[config.mk]
export PLATFORM = sky130hd
export DESIGN_NAME = lut_func_unit
export DESIGN_NICKNAME = d
export VERILOG_FILES = /design/src/rtl/lut_func_unit.sv
export SDC_FILE = /design/constraint.sdc
export NUM_CORES = 1
export LEC_CHECK = 0
export BUFFER_PORTS_ARGS = -buffer_cell sky130_fd_sc_hd__buf_4
export CORE_MARGIN = 3
export CORE_UTILIZATION = 46
export CTS_CLUSTER_DIAMETER = 100
export DETAILED_ROUTE_END_ITERATION = 12
export PLACE_DENSITY = 0.71
export SYNTH_ARGS = -nofsm -noshare
export SYNTH_HDL_FRONTEND = slang
export SYNTH_SLANG_ARGS = --single-unit
[constraint.sdc]
create_clock -name clk -period 1.6 [get_ports clk]
set_input_delay 0.24 -clock clk [delete_from_list [all_inputs] [get_ports clk]]
set_output_delay 0.24 -clock clk [all_outputs]
set_load 0.05 [all_outputs]
[src/rtl/lut_func_unit.sv]
// lut_func_unit
//   Programmable N-input Boolean function unit built around a 2**N_IN-entry
//   truth-table register. It provides two services:
//     - registered evaluation F = table[in_vec];
//     - a sweep that streams every minterm value over a valid/ready handshake
//       and counts the accepted beats whose value is 1.
//
// Ports
//   clk          in   1          rising-edge clock
//   reset_n      in   1          synchronous active-low reset
//   tbl_we       in   1          load truth table from tbl_data (IDLE only)
//   tbl_data     in   TABLE_W    new truth table, bit i = F for input value i
//   in_vec       in   N_IN       live input vector, MSB is input A
//   F            out  1          registered table[in_vec]
//   sweep_start  in   1          request a minterm sweep
//   sweep_busy   out  1          high while sweeping
//   sw_valid     out  1          sweep beat valid
//   sw_ready     in   1          downstream accepts the beat
//   sw_index     out  N_IN       minterm index of the current beat
//   sw_f         out  1          table[sw_index]
//   sw_done      out  1          one-cycle pulse after the last beat transfers
//   ones_count   out  N_IN+1     accepted beats with sw_f = 1
module lut_func_unit #(
  parameter int N_IN = 4
) (
  input  logic                    clk,
  input  logic                    reset_n,
  input  logic                    tbl_we,
  input  logic [(2**N_IN)-1:0]    tbl_data,
  input  logic [N_IN-1:0]         in_vec,
  output logic                    F,
  input  logic                    sweep_start,
  output logic                    sweep_busy,
  output logic                    sw_valid,
  input  logic                    sw_ready,
  output logic [N_IN-1:0]         sw_index,
  output logic                    sw_f,
  output logic                    sw_done,
  output logic [N_IN:0]           ones_count
);

  localparam int TABLE_W = 2**N_IN;
  localparam logic [N_IN-1:0] LAST_INDEX = {N_IN{1'b1}};
  localparam logic [N_IN-1:0] INDEX_ONE  = {{(N_IN-1){1'b0}}, 1'b1};

  typedef enum logic [0:0] {
    IDLE  = 1'b0,
    SWEEP = 1'b1
  } state_t;

  state_t              stateQ;
  logic [TABLE_W-1:0]  tableQ;
  logic [N_IN-1:0]     nextIndex;

  assign nextIndex = sw_index + INDEX_ONE;

  // Truth table, evaluation output and sweep FSM with all outputs registered.
  always_ff @(posedge clk) begin
    if (!reset_n) begin
      stateQ     <= IDLE;
      tableQ     <= {TABLE_W{1'b0}};
      F          <= 1'b0;
      sweep_busy <= 1'b0;
      sw_valid   <= 1'b0;
      sw_index   <= {N_IN{1'b0}};
      sw_f       <= 1'b0;
      sw_done    <= 1'b0;
      ones_count <= {(N_IN+1){1'b0}};
    end else begin
      // Evaluation always uses the table as it stood before this edge.
      F       <= tableQ[in_vec];
      sw_done <= 1'b0;

      case (stateQ)
        IDLE: begin
          if (tbl_we) begin
            // A write takes priority over a coincident sweep request.
            tableQ <= tbl_data;
          end else if (sweep_start) begin
            stateQ     <= SWEEP;
            sweep_busy <= 1'b1;
            sw_valid   <= 1'b1;
            sw_index   <= {N_IN{1'b0}};
            sw_f       <= tableQ[0];
            ones_count <= {(N_IN+1){1'b0}};
          end else begin
            stateQ <= IDLE;
          end
        end

        SWEEP: begin
          // The table is frozen here; tbl_we and sweep_start are ignored.
          if (sw_valid && sw_ready) begin
            ones_count <= ones_count + {{N_IN{1'b0}}, sw_f};
            if (sw_index != LAST_INDEX) begin
              sw_index <= nextIndex;
              sw_f     <= tableQ[nextIndex];
            end else begin
              stateQ     <= IDLE;
              sweep_busy <= 1'b0;
              sw_valid   <= 1'b0;
              sw_index   <= {N_IN{1'b0}};
              sw_f       <= 1'b0;
              sw_done    <= 1'b1;
            end
          end else begin
            stateQ <= SWEEP;
          end
        end

        default: begin
          stateQ     <= IDLE;
          sweep_busy <= 1'b0;
          sw_valid   <= 1'b0;
          sw_index   <= {N_IN{1'b0}};
          sw_f       <= 1'b0;
        end
      endcase
    end
  end

endmodule

# Word-level counts from Yosys, hierarchy flattened
# Index checks and enable logic that the tools add are counted.
dict set report word_totals {
  out_inout_bits 14
  wordCells 52
  rom_bits 0
  n_memories 0
  mem_bits_rw 0
  latch_bits 0
  inputBits 25
  register_bits 30
}
dict set report classes {
  magnitude_cmp 2
  n_mul 0
  mux 29
  add_sub_neg 2
  n_reduce_logical 5
  n_div 0
  shifts 0
  eq_ne 5
  n_bitwise 1
}
# op count
set op_table {}
lappend op_table {{$mux W4} 4}
lappend op_table {{$mux W1} 15}
lappend op_table {{$mux W5} 3}
lappend op_table {{$lt A4 B5 Y1 const B} 2}
lappend op_table {{$pmux W5 S2} 1}
lappend op_table {{$bmux W1 S4} 2}
lappend op_table {{$pmux W4 S2} 1}
lappend op_table {{$ne A2 B2 Y1 const B} 3}
lappend op_table {{$pmux W1 S2} 3}
lappend op_table {{$reduce_and A3 Y1} 2}
lappend op_table {{$add A5 B1 Y5} 1}
lappend op_table {{$add A4 B1 Y4 const B} 1}
lappend op_table {{$ne A4 B4 Y1 const B} 1}
lappend op_table {{$reduce_and A4 Y1} 1}
lappend op_table {{$ne A2 B1 Y1 const B} 1}
lappend op_table {{$reduce_and A2 Y1} 1}
lappend op_table {{$logic_and A1 B1 Y1} 1}
lappend op_table {{$not A1 Y1} 1}

# Longest topological paths before layout
dict set report depth {
  depth_word 6
  ltp_mapped 6
}

# Worst setup path before layout
# No wires, ideal clock.
dict set report synth_path {
  kind {reg-to-reg}
  start {reg sw_index[1]}
  end {reg sw_f}
  setup_ps 124
  slack_ps -463
  synth_period_minus_slack_ps 2063
  path_buffers 1
  arrival_ps 1939
  required_time_ps 1476
  stages_incl_launch_ff 7
  path_cell_list {dfxtp_1 -> ha_1 -> buf_2 -> mux4_2 -> mux2_2 -> nand3b_1 -> a31oi_1}
}
dict set report synth_between {
  elab_chain_cells 6
  elab_cells_between_ends 7
  classes_between {add/sub (1); eq/ne (1); mux (5)}
}
# item line_no
set synth_lines {}
lappend synth_lines {{start, declared} 36} ;# output logic [N_IN-1:0] sw_index,
lappend synth_lines {{start signal, assigned} 65} ;# sw_index <= {N_IN{1'b0}};
lappend synth_lines {{start signal, assigned} 83} ;# sw_index <= {N_IN{1'b0}};
lappend synth_lines {{start signal, assigned} 96} ;# sw_index <= nextIndex;
lappend synth_lines {{$add A4 B1 Y4} 55} ;# assign nextIndex = sw_index + INDEX_ONE;
lappend synth_lines {{$bmux W1 S4} 97} ;# sw_f <= tableQ[nextIndex];
lappend synth_lines {{$mux W1 (not written as such)} 97}
lappend synth_lines {{$mux W1 *} 95} ;# if (sw_index != LAST_INDEX) begin
lappend synth_lines {{$mux W1 *} 93} ;# if (sw_valid && sw_ready) begin
lappend synth_lines {{$pmux W1 S2 *} 74} ;# case (stateQ)
lappend synth_lines {{end signal, assigned} 84} ;# sw_f <= tableQ[0];
lappend synth_lines {{end signal, assigned} 97}
lappend synth_lines {{end, declared} 37} ;# output logic sw_f,
# Every way passes the cells marked *; elsewhere a longest branch is shown, timed or not. The select of a mux whose other input is x is not followed.
# A chain may end at the register's enable or synchronous reset.

# Worst setup path after layout
dict set report layout_path {
  start {reg sw_index[0]}
  end {reg sw_f}
}
# Same word-level chain as after synthesis.

==> reports/qor.csv <==
metric;value;unit
Initial Util;49.54;%
Worst Min Path Start;reset_n;
max_slew headroom;61.78;%
power share of the clock group;31.2;%
most frequent cells in the layout;buf_4, nand2_1, dfxtp_1;
maxcap violations;0;
post-route minimum period;1.697;ns
FMAX;0.5893;GHz
vias in the first global route;1197;
status;complete, but fails checks;
drt wl/cell;13.53;um
multi-input logic area;778.2;um^2
die height;61.20;um
commonest non-fill, non-tap cell in the layout;buf_4;
critical path's largest stage delay;0.50;ns
CP startpoint;sw_index[0]$_SDFFE_PN0P_;
drt first pass iters;4;
DP HPWL;2524;um
total power;1.494;mW
Int Pwr;1.110;mW
sequential share of power;53.2;%
Final Wtd Congestion;0.8337;
Critical Path RT;1.81;ns
DR DRC count;0;
Slew @ Worst Pin;0.5733;ns
Placed Area;0.001834;mm^2
Worst Hold Class;input pin to flip-flop;
Final setup viols;1;
clock tree buffer depth;2;
crit end category;flip-flop;
die width;61.20;um
final hold vios;0;
diode count;0;
worst vdd ir;562.3;uV
fin worst setup slack;-0.09690;ns
clock-pin slew on the worst setup and hold paths;0.10;ns
CTS tree;done;
Mapped Area;0.001401;mm^2
total CTS buffers;5;
Core Area;0.002829;mm^2
Tcrit/Tclk final;106.1;%
P per Cell Area;783.6;mW/mm^2
share of cells above drive strength 1;36.59;%
crit-path max FO;5;
postcts setup bufs;0;
max-slew violations;0;
Netlist cell types;27;
root buffer cell;clkbuf_4;
Sw Pwr;383.8;uW
Initial DRC Count;38;
die area;0.003745;mm^2
clk_skew;0.008329;ns
routed vias/inst;5.492;
fin area;0.001907;mm^2
Synth warnings;0;
failing checks;negative setup slack;
fill count;238;
synthesized area per cell;9.280;um^2
Vias;1296;
Synth Register Bits;30;
# rows;19;
post-synthesis sequential area ratio;42.86;%
io pins;39;
total track usage;19.51;%
unrepaired setup endpoints after global routing;true;
Antenna Violating Nets Remaining;0;
Crit Path Class;flip-flop to flip-flop;
Post-Synthesis Cells;151;
Register Area;609.3;um^2
H-tree Lvls;2;
routed wire length;3192;um
total grt overflow;0;
Comb power frac;15.6;%
switch share;25.69;%
Area Overhead vs Synth;36.07;%
Critical Path, Cell by Cell;ha_4 -> mux4_2 -> mux2_4 -> nand3_2 -> a31oi_1;
P_leak;0.8482;nW
IO Port Bufs;38;
Final TNS setup;-0.09690;ns
synthesized net count;179;
Reg-to-Reg Start;sw_index[0]$_SDFFE_PN0P_;
Final #Nets;232;
Skew-Pair Late Insertion Delay;0.32;ns
CTS sink cnt;30;
first-pass GRT wire length;5340;um
largest net degree at the start of global routing;24;
Worst Setup Start Kind;flip-flop;
Arr. time, crit path;1.91;ns
initial antenna violation count;0;
critical path's slowest cell;mux4_2;
==> worst max-delay path, delay by kind of cell (launching register included) <==
family	cells	cell delay (ns)
simple gates	1	0.07
mux	2	0.78
flops	1	0.36
compound gates	1	0.07
fa+ha+maj	1	0.31
==> worst paths after layout <==
| kind | to | slack (ns) | depth (start not counted) |
|---|---|---|---|
| worst min register to register | tableQ[2]$_SDFFE_PN0P_ | 0.48 | 2 |
| worst max-delay path | sw_f$_SDFFE_PN0P_ | -0.1 | 5 |
| worst min-delay path | F$_SDFF_PN0_ | 0.16 | 2 |
| worst max register to register | sw_f$_SDFFE_PN0P_ | -0.1 | 5 |
==> sequential cells by signal (all words and copies together) (netlist names) <==
signal / cells
tableQ: 16
ones_count: 5
sw_index: 4
F: 1
stateQ: 1
sw_done: 1
sw_f: 1
sw_valid: 1
==> layer usage <==
metal	wire length [um]	up-vias	global-route usage, %
met1	1302	598	23.82
met5	0	-	0
met3	233	4	5.031
met4	38	0	7.430
li1	-	641	-
met2	1618	53	32.93
==> cell usage after synthesis <==
master      n  area (um^2)
ha_1        3        37.54
nand3b_1    2        15.01
dfxtp_1    30        600.6
buf_4       1        7.510
nand2_1    32        120.1
nor3_1      1        5.000
o21ai_0     4        20.02
a31oi_1     1        6.260
mux2_2      2        22.52
a21oi_1    20        100.1
buf_2       2        10.01
xor2_1      3        26.28
nand3_1     5        25.02
xnor2_1     1        8.760
nor3b_2     1        12.51
and3_1      1        6.260
o2111ai_1   1        8.760
nand2b_1    2        12.51
nor2_1     14        52.55
mux4_1      4        105.1
buf_1       1        3.750
or3_1       1        6.260
a22oi_1     5        37.54
inv_1       2        7.510
mux4_2      5        112.6
and2_1      2        12.51
clkbuf_1    5        18.77
==> power groups by stage <==
stage,logic [mW],registers [mW],clock network [mW]
detailed placement,0.232,0.812,0
finish,0.233,0.795,0.466
global route,0.255,0.799,0.512
floorplan,0.109,0.822,0
global placement,0.225,0.812,0
CTS,0.235,0.795,0.480
==> cell type report <==
cell class / count / area share, %
multi-input cells: 110 / 40.81
clock inverters: 1 / 0.2625
clock buffers: 7 / 2.887
well taps: 31 / 2.034
flip-flops and latches: 30 / 31.96
inverters: 2 / 0.3937
repair buffers: 55 / 21.65
==> kinds of logic after synthesis <==
kind of cell,after synthesis,share of synthesized area [%]
adder cells (fa/ha/maj),3,2.679
flip-flops,30,42.86
multiplexers,11,17.14
AO/OA/AOI/OAI,31,12.32
buffers and inverters,11,3.393
XOR/XNOR,4,2.500
AND/OR/NAND/NOR,61,19.11
==> through the flow <==
| stage | instances | hold slack [ns] | util (%) | setup WS (ns) |
|---|---|---|---|---|
| final | 236 | 0.1576 | 67.40 | -0.09690 |
| after global routing | 236 | 0.1400 | 67.40 | -0.1743 |
| after CTS | 236 | 0.1461 | 67.40 | -0.1009 |
| after detailed placement | 228 | 0.4662 | 64.84 | -0.08636 |
| after global placement | 228 | 0.4652 | 64.84 | -0.06433 |
| after floorplan | 151 | 0.3617 | - | -0.1819 |
==> what timing repair did <==
item	4_1_cts	5_1_grt
setup endpoints to repair	1	2
hold buffers	0	0
resized for setup	3	0
pin swaps	1	2
(Power assumes the default switching activity.)
